<file path="src/rtl/uc_es_ctrl.sv">
// Control unit for the single-cycle CPU with I/O: opcode decode plus IN/OUT
// handshake sequencing with PC stall, transfer timeout and a HALT state.
module uc_es_ctrl #(
    parameter int TO_W    = 8,
    parameter int TIMEOUT = 200
) (
    input  logic       clk,
    input  logic       reset,
    input  logic [5:0] opcode,
    input  logic       s_z,
    input  logic       in_valid,
    input  logic       out_ready,
    output logic       s_inc,
    output logic       s_inm,
    output logic       s_in,
    output logic       we3,
    output logic       wez,
    output logic [2:0] op_alu,
    output logic       pc_en,
    output logic       in_ack,
    output logic       out_valid,
    output logic       io_err,
    output logic       halted
);
    typedef enum logic [1:0] {RUN, WAIT_IN, WAIT_OUT, HALT} state_t;

    state_t            state, state_nxt;
    logic [TO_W-1:0]   cnt, cnt_nxt;
    logic              err_set;
    logic              we3_d, wez_d, pc_en_d, in_ack_d, out_valid_d, halted_d;

    logic is_in, is_out, is_halt, expired;
    assign is_in   = (opcode == 6'b001000);
    assign is_out  = (opcode == 6'b001001);
    assign is_halt = (opcode == 6'b001111);
    assign expired = (cnt == TO_W'(TIMEOUT));

    always_comb begin
        state_nxt   = state;
        cnt_nxt     = cnt;
        err_set     = 1'b0;
        s_inc       = 1'b1;
        s_inm       = 1'b0;
        s_in        = 1'b0;
        we3_d       = 1'b0;
        wez_d       = 1'b0;
        op_alu      = 3'b000;
        pc_en_d     = 1'b0;
        in_ack_d    = 1'b0;
        out_valid_d = 1'b0;
        halted_d    = 1'b0;
        case (state)
            RUN: begin
                if (is_in) begin
                    if (in_valid) begin
                        s_in     = 1'b1;
                        we3_d    = 1'b1;
                        in_ack_d = 1'b1;
                        pc_en_d  = 1'b1;
                    end else begin
                        state_nxt = WAIT_IN;
                        cnt_nxt   = TO_W'(1);
                    end
                end else if (is_out) begin
                    out_valid_d = 1'b1;
                    if (out_ready) begin
                        pc_en_d = 1'b1;
                    end else begin
                        state_nxt = WAIT_OUT;
                        cnt_nxt   = TO_W'(1);
                    end
                end else if (is_halt) begin
                    state_nxt = HALT;
                end else begin
                    pc_en_d = 1'b1;
                    if (opcode[5]) begin
                        op_alu = opcode[4:2];
                        we3_d  = 1'b1;
                        wez_d  = 1'b1;
                    end else if (opcode[5:2] == 4'b0000) begin
                        s_inm = 1'b1;
                        we3_d = 1'b1;
                    end else if (opcode == 6'b000100) begin
                        s_inc = 1'b0;
                    end else if (opcode == 6'b000101) begin
                        s_inc = ~s_z;
                    end else if (opcode == 6'b000110) begin
                        s_inc = s_z;
                    end
                end
            end
            WAIT_IN: begin
                if (in_valid) begin
                    s_in      = 1'b1;
                    we3_d     = 1'b1;
                    in_ack_d  = 1'b1;
                    pc_en_d   = 1'b1;
                    state_nxt = RUN;
                    cnt_nxt   = '0;
                end else if (expired) begin
                    // Abort: skip the instruction without writing anything
                    pc_en_d   = 1'b1;
                    err_set   = 1'b1;
                    state_nxt = RUN;
                    cnt_nxt   = '0;
                end else begin
                    cnt_nxt = cnt + TO_W'(1);
                end
            end
            WAIT_OUT: begin
                out_valid_d = 1'b1;
                if (out_ready) begin
                    pc_en_d   = 1'b1;
                    state_nxt = RUN;
                    cnt_nxt   = '0;
                end else if (expired) begin
                    pc_en_d   = 1'b1;
                    err_set   = 1'b1;
                    state_nxt = RUN;
                    cnt_nxt   = '0;
                end else begin
                    cnt_nxt = cnt + TO_W'(1);
                end
            end
            default: halted_d = 1'b1;
        endcase
    end

    // Reset gates the side-effecting lines combinationally so they drop at once
    assign pc_en     = reset & pc_en_d;
    assign we3       = reset & we3_d;
    assign wez       = reset & wez_d;
    assign in_ack    = reset & in_ack_d;
    assign out_valid = reset & out_valid_d;
    assign halted    = reset & halted_d;

    always_ff @(posedge clk or negedge reset) begin
        if (!reset) begin
            state  <= RUN;
            cnt    <= '0;
            io_err <= 1'b0;
        end else begin
            state <= state_nxt;
            cnt   <= cnt_nxt;
            if (err_set) io_err <= 1'b1;
        end
    end
endmodule

</file>
<file path="config.mk">
export PLATFORM = sky130hd
export DESIGN_NAME = uc_es_ctrl
export DESIGN_NICKNAME = d
export VERILOG_FILES = /design/src/rtl/uc_es_ctrl.sv
export SDC_FILE = /design/constraint.sdc
export NUM_CORES = 1
export LEC_CHECK = 0
export BUFFER_PORTS_ARGS = -buffer_cell sky130_fd_sc_hd__clkbuf_2
export CAP_MARGIN = 20
export CORE_MARGIN = 2
export CORE_UTILIZATION = 40
export CTS_CLUSTER_SIZE = 30
export DETAILED_ROUTE_END_ITERATION = 8
export PLACE_DENSITY_LB_ADDON = 0.3
export SYNTH_ARGS = -nofsm -noshare
export SYNTH_HDL_FRONTEND = slang
export SYNTH_SLANG_ARGS = --single-unit
</file>
<file path="constraint.sdc">
create_clock -name clk -period 2.35 [get_ports clk]
set_input_delay 0.1175 -clock clk [delete_from_list [all_inputs] [get_ports clk]]
set_output_delay 0.1175 -clock clk [all_outputs]
set_load 0.005 [all_outputs]
</file>
; ---- Yosys cells after proc, flatten, opt, wreduce, memory -nomap -nowiden
; Cells that the tools add are included.
[totals]
regBits = 11
inputBits = 11
out_inout_bits = 13
wordCells = 96
[classes]
n_addsub = 1
eq_ne = 14
n_mux = 65
bitwise_logic = 7
reduce_logical = 6
[op_table]
columns = operator, count
row1 = $mux W8, 7
row2 = $mux W1, 38
row3 = $pmux W8 S3, 1
row4 = $eq A6 B3 Y1 const B, 3
row5 = $eq A6 B4 Y1 const B, 3
row6 = $mux W2, 8
row7 = $mux W3, 5
row8 = $ne A3 B3 Y1 const B, 3
row9 = $add A8 B1 Y8 const B, 1
row10 = $eq A8 B8 Y1 const B, 1
row11 = $ne A4 B4 Y1 const B, 2
row12 = $pmux W1 S2, 4
row13 = $reduce_and A4 Y1, 2
row14 = $and A1 B1 Y1, 6
row15 = $pmux W2 S3, 1
row16 = $logic_not A4 Y1, 1
row17 = $pmux W1 S3, 1
row18 = $reduce_bool A3 Y1, 1
row19 = $reduce_or A3 Y1, 1
row20 = $eq A2 B1 Y1 const B, 1
row21 = $eq A2 B2 Y1 const B, 1
row22 = $logic_not A2 Y1, 1
row23 = $not A1 Y1, 1

; ---- Longest topological paths before layout
; Gate-level depths: netlist of run 1.
[logic_depth]
depth_word = 10
depth_mapped = 7
ltp_nobuf = 6

; ---- Worst setup path before layout of run 1
; No wires, ideal clock.
[synth_path]
path_type = register to register
start = reg state[0]
end = reg cnt[0]
arrival_ns = 1.650
required_time_ns = 2.251
slack_ns = 0.601
path_stages_with_launch = 7
period_less_slack_ns = 1.749
cell_sequence = dfrtp_1 > inv_1 > ha_1 > a21boi_0 > clkbuf_1 > nand3_1 > a311oi_1
[synth_via]
elab_chain_len = 3
elab_cells_between_ends = 9
[synth_lines]
columns = element, line
row1 = from (decl), 27  ; state_t state, state_nxt;
row2 = from (signal assigned), 143  ; state <= state_nxt;
row3 = "$eq A2 B2 Y1, or another cell as far along", 52  ; case (state)
row4 = $reduce_bool A3 Y1 (no line) or $ne A3 B3 Y1 (tied branches), -
row5 = $reduce_and A4 Y1 (no line), -
row6 = to (signal assigned), 144  ; cnt <= cnt_nxt;
row7 = to (decl), 28  ; logic [TO_W-1:0] cnt, cnt_nxt;
; Several ways; a longest one is shown, not always the timed one.
; A chain may end at the register's enable or synchronous reset.

; ---- Final worst setup path of run 1
[layout_path]
start = reg state[1]
end = out s_inc
[layout_via]
elab_chain_len = 2
[layout_lines]
columns = element, line
row1 = $logic_not A2 Y1, 52
row2 = $mux W1, 52
row3 = to (decl), 13  ; output logic s_inc,
; No other way between the ends.

==> impl_metrics.tcl, run 1 <==
set metrics [dict create \
    slowest_stage "or4_2" \
    holdWs_ns 0.297 \
    rsz0062_at_grt "no" \
    initial_core_util_pct 41.0 \
    clockRootBuffer "clkbuf_4" \
    drt_pre_antenna_iters 4 \
    ant_nets 0 \
    drcViolationCount 0 \
    cts_resized 0 \
    fp.dieArea_sq_mm 0.00288 \
    num-fill-cells 238 \
    multi_input_area_sq_um 627 \
    finalCoreUtilization_pct 48.5 \
    grt_max_degree 18 \
    viasPerCell 5.59 \
    setup_viol 0 \
    vias 989 \
    p_per_area_mw_per_mm2 941 \
    peakVddDrop_uv 631 \
    syn_area_sq_um 988 \
    maxCapViolCount 0 \
    syn_avg_cell_area_sq_um 8.10 \
    crit_chain "inv_1 -> ha_1 -> buf_4 -> nand2b_1 -> or4_2 -> clkbuf_2" \
    n_antenna_cell 0 \
    htreeDepth 1 \
    period_minus_slack_ns 2.06 \
    worstPathRequired_ns 2.23 \
    ys_async_sr_fraction_pct 100 \
    dr.first_iter.drc_count 7 \
    max_slew_margin_pct 66.8 \
    cp.arrival_ns 1.94 \
    nets 165 \
    critPathTopFamily "simple AND/OR/NAND/NOR gates" \
    status "completed" \
    antenna_found_initial 0 \
    rows 18 \
    cp-end-kind "primary output" \
    criticalPathCategory "flip-flop to primary output" \
    placedInstanceArea_sq_mm 0.00113 \
    yosys-top-cells-area "dfrtp_1 (28%), ha_1 (7.6%), inv_1 (5.7%)" \
    grt_pass1_vias 893 \
    io_buffers 23 \
    synth-main-ff-cell "dfrtp_1" \
    slowest_delay_ns 0.60 \
    cts_buffers 3 \
    ys_warn_count 0 \
    period_share_pct 87.7 \
    clock-sinks 11 \
    seq_area_sq_um 275 \
    ys_types 42 \
    clock.fmax_ghz 0.485 \
    clk_latency_ns 0.27 \
    synth_top_cell_area_share_pct 27.8 \
    critical_path.startpoint_type "flip-flop" \
    finalSetupTns_ns 0 \
    gp_congestion 0.785 \
    final-max-slew-violation-count 0 \
    hold_path_class "primary input to asynchronous set/reset pin" \
    total_power_mw 1.10 \
    hold_viol_final 0 \
    cts_tree "done" \
    io_pins 24 \
    cp.buffers_inverters 3 \
    synthCells 122 \
    fp.dieW_um 53.7 \
    p_leak_nw 0.518 \
    clockBufferDepth 2 \
    syn_nets 139 \
    crit_fanout 12 \
    fin_skew_ns 0.00289 \
    gr-total-overflow 0 \
    synth-seq-area-share_pct 27.8 \
    grt_pass1_wl_mm 3.81 \
    post_drt_wl_per_cell_um 13.3 \
    tightest_slew_ns 0.492 \
    core-area_sq_mm 0.00241 \
    stdcell_area_sq_mm 0.00117 \
    hpwl_mm 1.71 \
    track_usage_pct 18.2 \
    yosysTopAreaCell "dfrtp_1" \
    yosysMostFrequentCell "inv_1" \
    final_layout_size_suffix_gt1_share_pct 23.8 \
    netlist_top_cells_count "inv_1 (15), dfrtp_1 (11), a31oi_1 (7), nand2_1 (7)" \
    synth-seq-cells 11 \
    synth_edf_count 0 \
    area_growth_pct 18.4 \
    die_h_um 53.7 \
    routed_wl_mm 2.35 \
    clk_pin_slew_worst_paths_ns 0.07 \
]
==> placed cells by master, fill, tap and decap left out, types with 2 or more instances in the layout <==
master / instances
a21boi_0: 3
a31oi_1: 7
and2_1: 4
and3_1: 4
buf_4: 3
clkbuf_2: 23
clkbuf_4: 3
dfrtp_1: 11
ha_1: 6
inv_1: 15
nand2_1: 7
nand2b_1: 5
nand3_1: 6
nand4_1: 3
nor2_1: 2
nor3_1: 4
nor4_1: 3
o21ai_0: 2
o22ai_1: 6
o31ai_1: 2
o32ai_1: 2
or2_2: 2
or3_1: 2
==> sequential cells by signal, summed over array words and instances, names as in the netlist <==
register and flops:
cnt 8, state 2, io_err 1
==> worst register-to-register path, delay by kind of cell, from the launching register on <==
family,cells,cell delay [ns]
flip-flops,1,0.41
AO/OA/AOI/OAI,3,1.06
buffers and inverters,2,0.19
adder cells (fa/ha/maj),1,0.17
==> metal layers <==
metal | vias up | GRT usage (%) | routed length, um
met3 | 5 | 2.50 | 66
met5 | - | 0 | 0
met1 | 462 | 23.1 | 1200
met4 | 0 | 7.69 | 36
li1 | 503 | - | -
met2 | 19 | 30.5 | 1050
==> repair_timing <==
action                    in CTS  in global routing
setup buffers                  0                  0
hold buffers                   1                  0
hold endpoints to repair      11                  0
==> report_power, final <==
| group | internal [mW] | total [mW] | switching (mW) |
|---|---|---|---|
| logic | 0.307 | 0.698 | 0.392 |
| registers | 0.229 | 0.270 | 0.0404 |
| clock network | 0.0658 | 0.133 | 0.0672 |
| total | 0.601 | 1.10 | 0.499 |
==> area by class of cell <==
cell class,instances,area share [%]
clock buffers,4,2.25
inverters,15,4.81
multi-input cells,90,53.6
flip-flops and latches,11,23.5
well taps,30,3.21
repair buffers,27,12.6
==> stage by stage <==
step                      worst slack [ns]  instances
after floorplan                      0.601        122
after global placement               0.503        172
after detailed placement             0.441        172
after CTS                            0.300        177
after global routing                 0.218        177
final                                0.289        177
==> kinds of logic (layout without fill, tap and decap cells) <==
kind of cell               after synthesis  in the layout  share of synthesized area, %
AOI/OAI and AO/OA                       33             33                          24.7
DFF                                     11             11                          27.8
and+or+nand+nor                         48             48                          28.1
buffers and inverters                   21             46                          8.73
xor gates and xnor gates                 1              1                         0.886
adders and majority gates                6              6                          7.59
muxes                                    2              2                          2.15
==> final timing paths <==
| path | cells past startpoint | slack, ns | endpoint | start |
|---|---|---|---|---|
| setup / recovery | 6 | 0.29 | s_inc | state[1]$_DFFE_PN0P_ |
| hold / removal | 2 | 0.30 | cnt[3]$_DFFE_PN0P_ | reset |
| hold reg to reg | 1 | 0.48 | io_err$_DFFE_PN0P_ | io_err$_DFFE_PN0P_ |
| min in group clk | 3 | 0.33 | state[0]$_DFFE_PN0P_ | opcode[0] |
| max in group asynchronous | 2 | 1.77 | cnt[7]$_DFFE_PN0P_ | reset |
| setup reg to reg | 6 | 0.44 | cnt[7]$_DFFE_PN0P_ | state[1]$_DFFE_PN0P_ |
No activity file was read; power rests on OpenSTA's default activity.
==> inputs of run 2 (changes only) <==
--- a/config.mk
+++ b/config.mk
@@ -7,7 +7,6 @@
 export LEC_CHECK = 0
 export BUFFER_PORTS_ARGS = -buffer_cell sky130_fd_sc_hd__clkbuf_2
 export CAP_MARGIN = 20
-export CORE_MARGIN = 2
 export CORE_UTILIZATION = 40
 export CTS_CLUSTER_SIZE = 30
 export DETAILED_ROUTE_END_ITERATION = 8
==> impl_metrics.tcl, run 2 (same netlist as run 1, synthesis figures left out) <==
set metrics [dict create \
    period_minus_slack_ns 2.05 \
    clk_latency_ns 0.26 \
    setup_viol 0 \
    final-max-slew-violation-count 0 \
    maxCapViolCount 0 \
    clock.fmax_ghz 0.489 \
    grt_pass1_wl_mm 3.98 \
    core-area_sq_mm 0.00228 \
    drt_pre_antenna_iters 4 \
    hold_viol_final 0 \
    fin_cells 175 \
    finalSetupTns_ns 0 \
    use_met3_pct 2.63 \
    vias 974 \
    comb_power_share_pct 63.4 \
    grt_pass1_vias 894 \
    post_drt_wl_per_cell_um 12.6 \
    area_growth_pct 18.1 \
    criticalPathCategory "flip-flop to primary output" \
    clock-sinks 11 \
    io_pins 24 \
    status "completed" \
    crit_start "state[0]$_DFFE_PN0P_" \
    met2_usage_pct 33.3 \
    stdcell_area_sq_mm 0.00117 \
    cts_buffers 3 \
    dpl.cell_count 170 \
    holdWs_ns 0.297 \
    hold_path_class "primary input to asynchronous set/reset pin" \
    nets 165 \
    ff2ff_path_depth 6 \
    cp-endpoint "s_inc" \
    seqPwrFrac_pct 24.9 \
    rsz0062_at_grt "no" \
    p_int_uw 601 \
    crit_fanout 12 \
    fp.dieW_um 51.7 \
    grt_max_degree 18 \
    post-place-ws_ns 0.483 \
    n_antenna_cell 0 \
    gr-total-overflow 0 \
    rr_startpoint "state[0]$_DFFE_PN0P_" \
    p_clk_share_pct 11.7 \
    reg2reg_to "cnt[7]$_DFFE_PN0P_" \
    gp_congestion 0.798 \
    total_power_mw 1.07 \
    layout_common_cells "clkbuf_2 (23), inv_1 (15), dfrtp_1 (11), a31oi_1 (7), nand2_1 (7)" \
    p_leak_nw 0.518 \
    drcViolationCount 0 \
    worstPathRequired_ns 2.23 \
    num-fill-cells 209 \
    largest_reg_flops 8 \
    placedInstanceArea_sq_mm 0.00113 \
    p_per_area_mw_per_mm2 920 \
    fin_ws_ns 0.303 \
    antenna_found_initial 0 \
    peakVddDrop_uv 698 \
    viasPerCell 5.57 \
    routed_wl_mm 2.20 \
    fin_skew_ns 0.00229 \
    cp-end-kind "primary output" \
    ant_nets 0 \
    period_share_pct 87.1 \
    rows 17 \
    grt.busiest_layer "met2" \
    final_layout_size_suffix_gt1_share_pct 23.8 \
    p_switching_uw 473 \
    finalCoreUtilization_pct 51.3 \
    tightest_slew_ns 0.455 \
    cts_tree "done" \
    clockBufferDepth 2 \
    io_buffers 23 \
    switching_share_pct 44.1 \
    dr.first_iter.drc_count 14 \
    max_slew_margin_pct 69.3 \
    gr-usage-met1_pct 25.8 \
    critical_path.startpoint_type "flip-flop" \
    track_usage_pct 19.6 \
    hpwl_mm 1.71 \
    fp.dieArea_sq_mm 0.00267 \
    final_common_cell "clkbuf_2" \
    cp.arrival_ns 1.93 \
    initial_core_util_pct 43.4 \
    seq_area_sq_um 275 \
    clk_pin_slew_worst_paths_ns 0.07 \
    multi_input_area_sq_um 627 \
    reg.largest.list "cnt (8), state (2), io_err (1)" \
    rrSetupSlack_ns 0.49 \
    post_cts_buffers 0 \
    top_register "cnt" \
    die_h_um 51.7 \
    clockRootBuffer "clkbuf_4" \
    htreeDepth 1 \
]
## run 2: cell counts in the layout (fill, tap and decap cells not counted)
No cell type changed its count.
## run 2: worst min path at each step
stage                           end  slack, ns
2_1_floorplan    cnt[0]$_DFFE_PN0P_      -0.18
6_report         cnt[4]$_DFFE_PN0P_       0.30
5_1_grt          cnt[4]$_DFFE_PN0P_       0.36
4_1_cts          cnt[4]$_DFFE_PN0P_       0.30
3_3_place_gp   state[0]$_DFFE_PN0P_       0.04
3_5_place_dp   state[0]$_DFFE_PN0P_       0.05
## run 2: layer usage
metal | routed length [um] | vias up | share of wire, %
li1 | - | 508 | -
met1 | 1110 | 441 | 50
met2 | 997 | 20 | 45
met3 | 69 | 5 | 3.1
met4 | 23 | 0 | 1.0
met5 | 0 | - | 0
## run 2: what timing repair did
item / 4_1_cts / 5_1_grt
hold endpoints to repair: 11 / 0
hold buffers: 1 / 0
resized for setup: 0 / 0
## run 2: worst max-delay path: stages (launching register included)
cell and delay, ns:
dfrtp_1 0.40, inv_1 0.10, ha_1 0.18, buf_4 0.17, nand2b_1 0.08, or4_2 0.61
clkbuf_2 0.13
## run 2: final cells by class
type | count | area share, %
Clock buffer | 4 | 2.25
Inverter | 15 | 4.82
Multi-Input combinational cell | 90 | 53.7
Sequential cell | 11 | 23.6
Tap cell | 28 | 3.00
Timing Repair Buffer | 27 | 12.6
## run 2: power groups by stage
stage	Sequential (mW)	Combinational, mW	Clock (mW)
finish	0.268	0.681	0.125
floorplan	0.263	0.509	0
global route	0.276	0.776	0.136
global placement	0.269	0.674	0
CTS	0.268	0.686	0.129
detailed placement	0.272	0.680	0
==> inputs of run 3 (changes only) <==
--- a/config.mk
+++ b/config.mk
@@ -11,6 +11,7 @@
 export CTS_CLUSTER_SIZE = 30
 export DETAILED_ROUTE_END_ITERATION = 8
 export PLACE_DENSITY_LB_ADDON = 0.3
+export RECOVER_POWER = 100
 export SYNTH_ARGS = -nofsm -noshare
 export SYNTH_HDL_FRONTEND = slang
 export SYNTH_SLANG_ARGS = --single-unit
==> impl_metrics.tcl, run 3 (same netlist as run 1, synthesis figures left out) <==
set metrics [dict create \
    status "completed" \
    routed_wl_mm 2.21 \
    crit_fanout 12 \
    rows 17 \
    clockBufferDepth 2 \
    rr_startpoint "state[0]$_DFFE_PN0P_" \
    setup_viol 0 \
    tightest_slew_ns 0.791 \
    antenna_found_initial 0 \
    worstPathRequired_ns 2.23 \
    fp.dieW_um 51.7 \
    period_minus_slack_ns 2.05 \
    min_to "state[0]$_DFFE_PN0P_" \
    clock-sinks 11 \
    cp-end-kind "primary output" \
    top_register "cnt" \
    p_leak_nw 0.500 \
    multi_input_area_sq_um 627 \
    max_slew_margin_pct 47.3 \
    initial_core_util_pct 43.4 \
    period_share_pct 87.1 \
    largest_reg_flops 8 \
    nets 165 \
    holdPathStages 3 \
    die_h_um 51.7 \
    p_per_area_mw_per_mm2 919 \
    seq_area_sq_um 275 \
    cts_tree "done" \
    rsz0062_at_grt "no" \
    clk_latency_ns 0.26 \
    cts-hold-fix-buffers 1 \
    fin_ws_ns 0.302 \
    post-place-ws_ns 0.483 \
    hold_viol_final 0 \
    p_clk_share_pct 11.8 \
    io_buffers 23 \
    vias 972 \
    fp.dieArea_sq_mm 0.00267 \
    hpwl_mm 1.71 \
    viasPerCell 5.55 \
    criticalPathCategory "flip-flop to primary output" \
    p_switching_uw 474 \
    drt_pre_antenna_iters 4 \
    layout_common_cells "clkbuf_2 (19), inv_1 (15), dfrtp_1 (11), a31oi_1 (7), nand2_1 (7)" \
    grt_pass1_wl_mm 3.98 \
    p_int_uw 591 \
    post_drt_wl_per_cell_um 12.6 \
    post_cts_buffers 0 \
    comb_power_share_pct 63.1 \
    ff2ff_path_depth 6 \
    dr.first_iter.drc_count 17 \
    reg2reg_to "cnt[4]$_DFFE_PN0P_" \
    maxCapViolCount 0 \
    seqPwrFrac_pct 25.1 \
    switching_share_pct 44.5 \
    cp.arrival_ns 1.93 \
    cts_buffers 3 \
    final_common_cell "clkbuf_2" \
    area_growth_pct 17.2 \
    critical_path.startpoint_type "flip-flop" \
    n_antenna_cell 0 \
    grt_max_degree 18 \
    cts_resized 0 \
    core-area_sq_mm 0.00228 \
    peakVddDrop_uv 694 \
    io_pins 24 \
    fin_skew_ns 0.00237 \
    htreeDepth 1 \
    clockRootBuffer "clkbuf_4" \
    clk_pin_slew_worst_paths_ns 0.06 \
    drcViolationCount 0 \
    min_from "opcode[0]" \
    num-fill-cells 215 \
    rrSetupSlack_ns 0.36 \
    hold_path_class "primary input to flip-flop" \
    final-max-slew-violation-count 0 \
    reg.largest.list "cnt (8), state (2), io_err (1)" \
    track_usage_pct 19.6 \
    finalSetupTns_ns 0 \
    gr-total-overflow 0 \
    clock.fmax_ghz 0.488 \
    ant_nets 0 \
    final_layout_size_suffix_gt1_share_pct 20.4 \
    gp_congestion 0.798 \
    grt_pass1_vias 894 \
]
[run 3: changes by cell type in the layout (fill, tap and decap cells not counted), sizes merged]
cell    previous run  this run
buf                3         2
clkbuf            27        28
[run 3: worst max path at each step]
stage / cells after the start / startpoint / endpoint / slack [ns]
floorplan: 6 / state[0]$_DFFE_PN0P_ / cnt[0]$_DFFE_PN0P_ / 0.60
global placement: 5 / opcode[4] / cnt[7]$_DFFE_PN0P_ / 0.51
detailed placement: 5 / opcode[4] / cnt[7]$_DFFE_PN0P_ / 0.48
CTS: 6 / state[0]$_DFFE_PN0P_ / s_inc / 0.29
global route: 6 / state[1]$_DFFE_PN0P_ / cnt[6]$_DFFE_PN0P_ / 0.13
finish: 6 / state[0]$_DFFE_PN0P_ / s_inc / 0.30
[run 3: power groups by stage]
stage	sequential (mW)	combinational (mW)	clock, mW
finish	0.268	0.672	0.125
global route	0.276	0.766	0.136
CTS	0.268	0.686	0.129
detailed placement	0.272	0.680	0
global placement	0.269	0.674	0
floorplan	0.263	0.509	0
[run 3: final cells by class]
type / instances / share of cell area, %
Clock buffer: 4 / 2.27
Inverter: 15 / 4.86
Multi-Input combinational cell: 90 / 54.1
Sequential cell: 11 / 23.8
Tap cell: 28 / 3.02
Timing Repair Buffer: 27 / 12.0
[run 3: routing by layer]
metal | vias to the layer above | global-route usage, % | routed length [um]
li1 | 505 | - | -
met1 | 442 | 25.8 | 1130
met2 | 20 | 33.3 | 990
met3 | 5 | 2.63 | 69
met4 | 0 | 5.41 | 23
met5 | - | 0 | 0
[run 3: through the flow]
step	area, sq um	utilization (%)	hold slack [ns]	cells	power [mW]
after floorplan	988	-	-0.178	122	0.772
after global placement	1130	49.7	0.0441	170	0.943
after detailed placement	1130	49.7	0.0458	170	0.952
after CTS	1170	51.3	0.298	175	1.08
after global routing	1160	50.9	0.391	175	1.18
final	1160	50.9	0.354	175	1.07
[run 3: worst max-delay path, stage by stage (launching register included)]
cell and delay, ns:
dfrtp_1 0.40, inv_1 0.10, ha_1 0.18, buf_4 0.17
nand2b_1 0.08, or4_2 0.61, clkbuf_2 0.13
